--- src/rtl/icache_controller_if.sv ---
// Fetch and refill bus of the instruction cache.
// slave: the cache itself. master: the program counter and main memory side.
interface icache_controller_if #(
    parameter int width = 32
);
    logic [width-1:0] PC;
    logic [width-1:0] Instr;
    logic             Stall;
    logic             MemReq;
    logic [width-1:0] MemAddr;
    logic [width-1:0] MemData;
    logic             MemValid;

    modport slave (
        input  PC,
        input  MemData,
        input  MemValid,
        output Instr,
        output Stall,
        output MemReq,
        output MemAddr
    );

    modport master (
        output PC,
        output MemData,
        output MemValid,
        input  Instr,
        input  Stall,
        input  MemReq,
        input  MemAddr
    );
endinterface

--- src/rtl/icache_controller.sv ---
// Direct-mapped, read-only instruction cache.
// A hit returns the instruction combinationally in the same cycle.
// A miss holds Stall high and refills the whole 4-word block from memory,
// one word per MemValid beat.
//
//   state  | meaning
//   -------+-------------------------------------------------------------
//   IDLE   | look up PC every cycle; a miss latches tag/index
//   REFILL | request beats {miss_tag, miss_index, cnt} until the 4th beat
//   DONE   | one settling cycle so the new line is looked up from IDLE
module icache_controller #(
    parameter int width = 32,
    parameter int LINES = 32,
    parameter int WORDS = 4
) (
    input  logic               CLK,
    input  logic               RST,
    icache_controller_if.slave bus
);
    localparam int INDEX_W = $clog2(LINES);
    localparam int TAG_W   = width - 4 - INDEX_W;
    localparam logic [width-1:0] NOP = width'(32'h00000013);

    typedef enum logic [1:0] {
        IDLE   = 2'd0,
        REFILL = 2'd1,
        DONE   = 2'd2
    } state_t;

    state_t state;
    state_t state_nxt;

    logic [1:0]         cnt;
    logic [TAG_W-1:0]   miss_tag;
    logic [INDEX_W-1:0] miss_index;
    logic [LINES-1:0]   valid;

    // Tag and data arrays are only trusted once valid is set, so they carry no reset.
    logic [TAG_W-1:0]   tag_array  [LINES];
    logic [width-1:0]   data_array [LINES][WORDS];

    logic [TAG_W-1:0]   pc_tag;
    logic [INDEX_W-1:0] pc_index;
    logic [1:0]         pc_word;
    logic               pc_byte_unused;

    logic               hit;
    logic               beat;
    logic               last_beat;
    logic               mem_req;
    logic [width-1:0]   mem_addr;

    assign pc_tag         = bus.PC[width-1:4+INDEX_W];
    assign pc_index       = bus.PC[3+INDEX_W:4];
    assign pc_word        = bus.PC[3:2];
    assign pc_byte_unused = ^bus.PC[1:0];

    // Only IDLE may report a hit; REFILL and DONE always stall.
    assign hit       = (state == IDLE) && valid[pc_index] && (tag_array[pc_index] == pc_tag);
    // MemValid counts only while the request is actually on the bus.
    assign beat      = (state == REFILL) && bus.MemValid;
    assign last_beat = beat && (cnt == 2'd3);

    assign bus.Instr   = hit ? data_array[pc_index][pc_word] : NOP;
    assign bus.Stall   = !hit;
    assign bus.MemReq  = mem_req;
    assign bus.MemAddr = mem_addr;

    // Next-state and refill request decode.
    always_comb begin
        state_nxt = state;
        mem_req   = 1'b0;
        mem_addr  = '0;
        case (state)
            IDLE: begin
                if (!hit) begin
                    state_nxt = REFILL;
                end
            end
            REFILL: begin
                mem_req  = 1'b1;
                mem_addr = {miss_tag, miss_index, cnt, 2'b00};
                if (last_beat) begin
                    state_nxt = DONE;
                end
            end
            DONE: begin
                state_nxt = IDLE;
            end
            default: begin
                state_nxt = IDLE;
            end
        endcase
    end

    // State, beat counter, miss latch and line valid bits; reset aborts any refill.
    always_ff @(posedge CLK or posedge RST) begin
        if (RST) begin
            state      <= IDLE;
            cnt        <= '0;
            miss_tag   <= '0;
            miss_index <= '0;
            valid      <= '0;
        end else begin
            state <= state_nxt;
            if ((state == IDLE) && !hit) begin
                miss_tag   <= pc_tag;
                miss_index <= pc_index;
                cnt        <= '0;
            end
            if (beat) begin
                cnt <= cnt + 2'd1;
            end
            if (last_beat) begin
                valid[miss_index] <= 1'b1;
            end
        end
    end

    // Refill writes: each beat lands in its word slot, the tag goes in with the final beat.
    always_ff @(posedge CLK) begin
        if (beat) begin
            data_array[miss_index][cnt] <= bus.MemData;
        end
        if (last_beat) begin
            tag_array[miss_index] <= miss_tag;
        end
    end
endmodule

--- src/flat_wrapper.sv ---
// flat-port wrapper written by rule: the top's interface ports become plain ports
module icache_controller_flat 
#(
    parameter int width = 32,
    parameter int LINES = 32,
    parameter int WORDS = 4
)
  (CLK, RST, bus_PC, bus_MemData, bus_MemValid, bus_Instr, bus_Stall, bus_MemReq, bus_MemAddr);
  icache_controller_if #(.width(width)) bus_i ();
  input  logic CLK;
  input  logic RST;
  input wire logic [$bits(bus_i.PC)-1:0] bus_PC;
  input wire logic [$bits(bus_i.MemData)-1:0] bus_MemData;
  input wire logic [$bits(bus_i.MemValid)-1:0] bus_MemValid;
  output wire logic [$bits(bus_i.Instr)-1:0] bus_Instr;
  output wire logic [$bits(bus_i.Stall)-1:0] bus_Stall;
  output wire logic [$bits(bus_i.MemReq)-1:0] bus_MemReq;
  output wire logic [$bits(bus_i.MemAddr)-1:0] bus_MemAddr;
  assign bus_i.PC = bus_PC;
  assign bus_i.MemData = bus_MemData;
  assign bus_i.MemValid = bus_MemValid;
  assign bus_Instr = bus_i.Instr;
  assign bus_Stall = bus_i.Stall;
  assign bus_MemReq = bus_i.MemReq;
  assign bus_MemAddr = bus_i.MemAddr;
  icache_controller #(.width(width), .LINES(LINES), .WORDS(WORDS)) u_core (.CLK(CLK), .RST(RST), .bus(bus_i));
endmodule
--- config.mk ---
export PLATFORM = sky130hd
export DESIGN_NAME = icache_controller_flat
export DESIGN_NICKNAME = d
export VERILOG_FILES = /design/src/rtl/icache_controller_if.sv /design/src/rtl/icache_controller.sv /design/src/flat_wrapper.sv
export SDC_FILE = /design/constraint.sdc
export NUM_CORES = 2
export LEC_CHECK = 0
export ABC_AREA = 1
export ABC_CLOCK_PERIOD_IN_PS = 7500
export BUFFER_PORTS_ARGS = -buffer_cell sky130_fd_sc_hd__buf_2
export CORE_MARGIN = 2
export CORE_UTILIZATION = 40
export CTS_CLUSTER_SIZE = 20
export DETAILED_ROUTE_END_ITERATION = 6
export PLACE_DENSITY = 0.6
export SETUP_SLACK_MARGIN = 0.5
export SLEW_MARGIN = 15
export SYNTH_ARGS = -nofsm -noshare
export SYNTH_HDL_FRONTEND = slang
export SYNTH_MEMORY_MAX_BITS = 65536
export SYNTH_SLANG_ARGS = --single-unit
--- constraint.sdc ---
create_clock -name CLK -period 7.5 [get_ports CLK]
set_input_delay 1.5 -clock CLK [delete_from_list [all_inputs] [get_ports CLK]]
set_output_delay 1.5 -clock CLK [all_outputs]
set_load 0.005 [all_outputs]
==> Implementation_results.wiki <==
{| class="wikitable"
! Metric !! Value
|-
| H-Tree Level Count || 5
|-
| Synthesis-to-layout area growth || 13.0%
|-
| Worst Setup End Kind || output pin
|-
| Max-slew violation count || 0
|-
| Starting density of the core || 0.401
|-
| Element type at the critical path start || primary input
|-
| Maximum vdd drop || 0.000231 V
|-
| Netlist area before placement || 193000 um^2
|-
| Core Footprint || 482000 um^2
|-
| Internal power || 45100 uW
|-
| Drt initial violations || 17200
|-
| Pre-Repair DR Iteration Count || 7
|-
| Share of power burned in the clock network || 0.390
|-
| Number of buffers inserted to repair setup after CTS || 0
|-
| Resized Gates After CTS || 0
|-
| Tightest Pin Transition || 1.24 ns
|-
| Final setup violation count || 0
|-
| Max-cap violations || 0
|-
| Worst R2R Setup Slack || 3.01 ns
|-
| Number of cells on the worst reg-to-reg path || 8
|-
| Sequential share of power || 0.533
|-
| Height of the die || 699 um
|-
| Final Skew || 0.0714 ns
|-
| Port bufs || 128
|-
| Power density cells || 273 nW/um^2
|-
| Io pins || 133
|-
| Routed via count divided by cell count || 5.79
|-
| Congestion Overflow GR || 0
|-
| Launching point of the worst reg2reg path || u_core.state[1]
|-
| Die Span X || 699 um
|-
| TritonCTS Buffers || 471
|-
| Endpoint arrival time on the critical path || 5.57 ns
|-
| Share of the yosys chip area belonging to registers || 0.759
|-
| Min Hold Slack || 0.388 ns
|-
| Maximum number of pins on one net before global-route repair || 149
|-
| Leakage power total || 0.0716 uW
|-
| Status || completed
|-
| Crit path buffers/inverters || 5
|-
| Root Driver || clkbuf_16
|-
| Average wire per cell in the routed design || 27.3 um
|-
| Fin cells || 21700
|-
| Cell count after synthesis || 14900
|-
| Number of vias after detailed routing || 126000
|-
| Max Root-Sink Buffers || 4
|-
| Half-perimeter wire length of the detailed placement result || 315000 um
|-
| NumNets Final || 14900
|-
| Timing-limited maximum frequency || 0.141 GHz
|-
| Combinational share of power || 0.077
|-
| Die Area || 489000 um^2
|-
| Number of global-route vias before repair || 117000
|-
| Worst max-slew margin expressed relative to the limit || 0.168
|-
| Period utilisation layout || 0.943
|-
| All-layer global routing usage || 0.234
|-
| Time the worst path needs with I/O delays and setup || 7.07 ns
|-
| Max Fanout on Critical Path || 83
|-
| Reg-to-reg endpoint || u_core.tag_array[23][17]
|-
| CP max stage cell || o311ai_1
|-
| Worst slack, placed || 0.535 ns
|-
| Switching part of the total || 0.243
|-
| CTS Hold Bufs || 0
|-
| Inst Count DP || 20800
|-
| Final hold violations || 0
|-
| Gpl congestion || 0.825
|-
| First-pass GRT wire length || 843000 um
|-
| Worst endpoint required time || 6.00 ns
|-
| Layout filler cell count || 42600
|-
| Count of unique library cells instantiated by Yosys || 28
|-
| Final TNS setup || 0 ns
|-
| Fraction of layout cells with a size suffix above 1 || 0.0939
|-
| Post-layout total power || 59600 uW
|-
| Critical path type || in2out
|-
| Count of standard-cell rows || 255
|-
| Overall routed net length || 592000 um
|-
| Worst hold path class || in2async
|-
| Number of nets with antenna violations after routing || 0
|-
| Worst-skew pair later-pin latency || 1.03 ns
|-
| Syn avg cell area || 13.0 um^2
|-
| Total number of yosys warnings || 0
|-
| Number of flip-flops and latches in the synthesized netlist || 4896
|-
| Critical path's largest stage delay || 0.69 ns
|-
| Clock tree from TritonCTS || yes
|-
| Family with the most delay on the worst path || buffers and inverters
|-
| Net switching component of the power || 14500 uW
|-
| # DRC || 0
|-
| Total number of clock tree sinks || 4896
|-
| Crit-path cells || buf_12, inv_8, buf_12, buf_4, nand2_1, nand3_1, a21oi_1, o311ai_1, nand3_2, nand3_1, nand2_1, nor2_1, buf_2
|-
| Number of antenna violations at the first check in global routing || 25
|-
| Slack of the critical path || 0.426 ns
|-
| Clock slew seen by the registers of the worst setup and hold paths || 0.06 ns
|-
| RSZ-0062 raised after global routing || yes
|}
## synth_stat cells, drive strengths merged
cell	n	area [um^2]
or2	32	200
edfxtp	4832	145000
clkinv	2	7.51
nor3	8	40.0
o311ai	224	1960
clkbuf	654	2450
conb	1	3.75
buf	437	2130
nor2	1434	5380
nand3	2059	10300
dfrtp	64	1600
o32ai	12	105
a21oi	450	2250
o221ai	448	3920
nand2	2765	10400
o21ai	1233	6170
ha	4	50.1
inv	63	236
o22ai	148	926
nand3b	3	22.5
## worst max-delay path by stage
stage / from / to / cells past startpoint
3_3_place_gp: bus_PC[4] / bus_Instr[26] / 13
4_1_cts: bus_PC[4] / bus_Instr[26] / 13
2_1_floorplan: bus_MemValid / u_core.data_array[13][0] / 5
3_5_place_dp: bus_PC[4] / bus_Instr[26] / 13
5_1_grt: bus_PC[4] / bus_Instr[28] / 13
6_report: bus_PC[4] / bus_Instr[26] / 13
## power groups by stage
stage	Combinational, uW	Sequential [uW]	Clock (uW)
2_1_floorplan	2220	32100	0
3_3_place_gp	4460	32300	0
3_5_place_dp	4510	32300	0
4_1_cts	4520	31700	23500
5_1_grt	4860	31800	24500
6_report	4560	31800	23200
## routing by layer
metal  share of wire  track usage  wire [um]  vias up
li1                -            -          -    55100
met1            0.40        0.322     239000    63300
met2            0.47        0.376     277000     6185
met3           0.093       0.0394      54900      983
met4           0.037       0.0819      22100        2
met5        0.000020            0         12        -
## through the flow
stage / util / instance area [um^2]
6_report: 0.453 / 218000
5_1_grt: 0.453 / 218000
4_1_cts: 0.453 / 218000
3_5_place_dp: 0.422 / 203000
3_3_place_gp: 0.422 / 203000
2_1_floorplan: - / 193000
## state kept, by name, indices dropped and copies added, names as in the netlist
register	count
u_core.state	2
u_core.data_array	4096
u_core.cnt	2
u_core.miss_tag	23
u_core.tag_array	736
u_core.valid	32
u_core.miss_index	5
## cell families after synthesis
| kind of cell | share of synthesized area |
|---|---|
| adders and majority gates | 0.000259 |
| buffers and inverters | 0.0250 |
| DFF | 0.759 |
| AOI/OAI and AO/OA | 0.0794 |
| and+or+nand+nor | 0.136 |
| other | 0.0000194 |
## cells in the final DEF (no fill, tap or decap), types with 220 or more instances in the layout
cell	Yosys	final
nand3_1	2058	2055
o221ai_1	448	448
edfxtp_1	4832	4832
o311ai_1	222	220
nand2_1	2764	2760
clkbuf_16	0	473
buf_4	27	427
a21oi_1	450	450
o21ai_0	1200	1200
nor2_1	1434	1306
## worst reg2reg max path: cells and delay by family, from the launching register on
family	cells	cell delay (ns)
and+or+nand+nor	4	1.91
buffers and inverters	4	1.74
DFF	1	0.38
## layout make-up
class	instances	area, um^2	share of cell area
diodes	10	25.0	0.000115
clock buffers	587	12300	0.0563
clock inverters	278	2610	0.0120
inverters	65	279	0.00128
multi-input cells	8822	42800	0.196
flip-flops and latches	4896	147000	0.672
well taps	6425	8040	0.0368
repair buffers	617	5650	0.0259
Power figures use the tool's default switching activity.
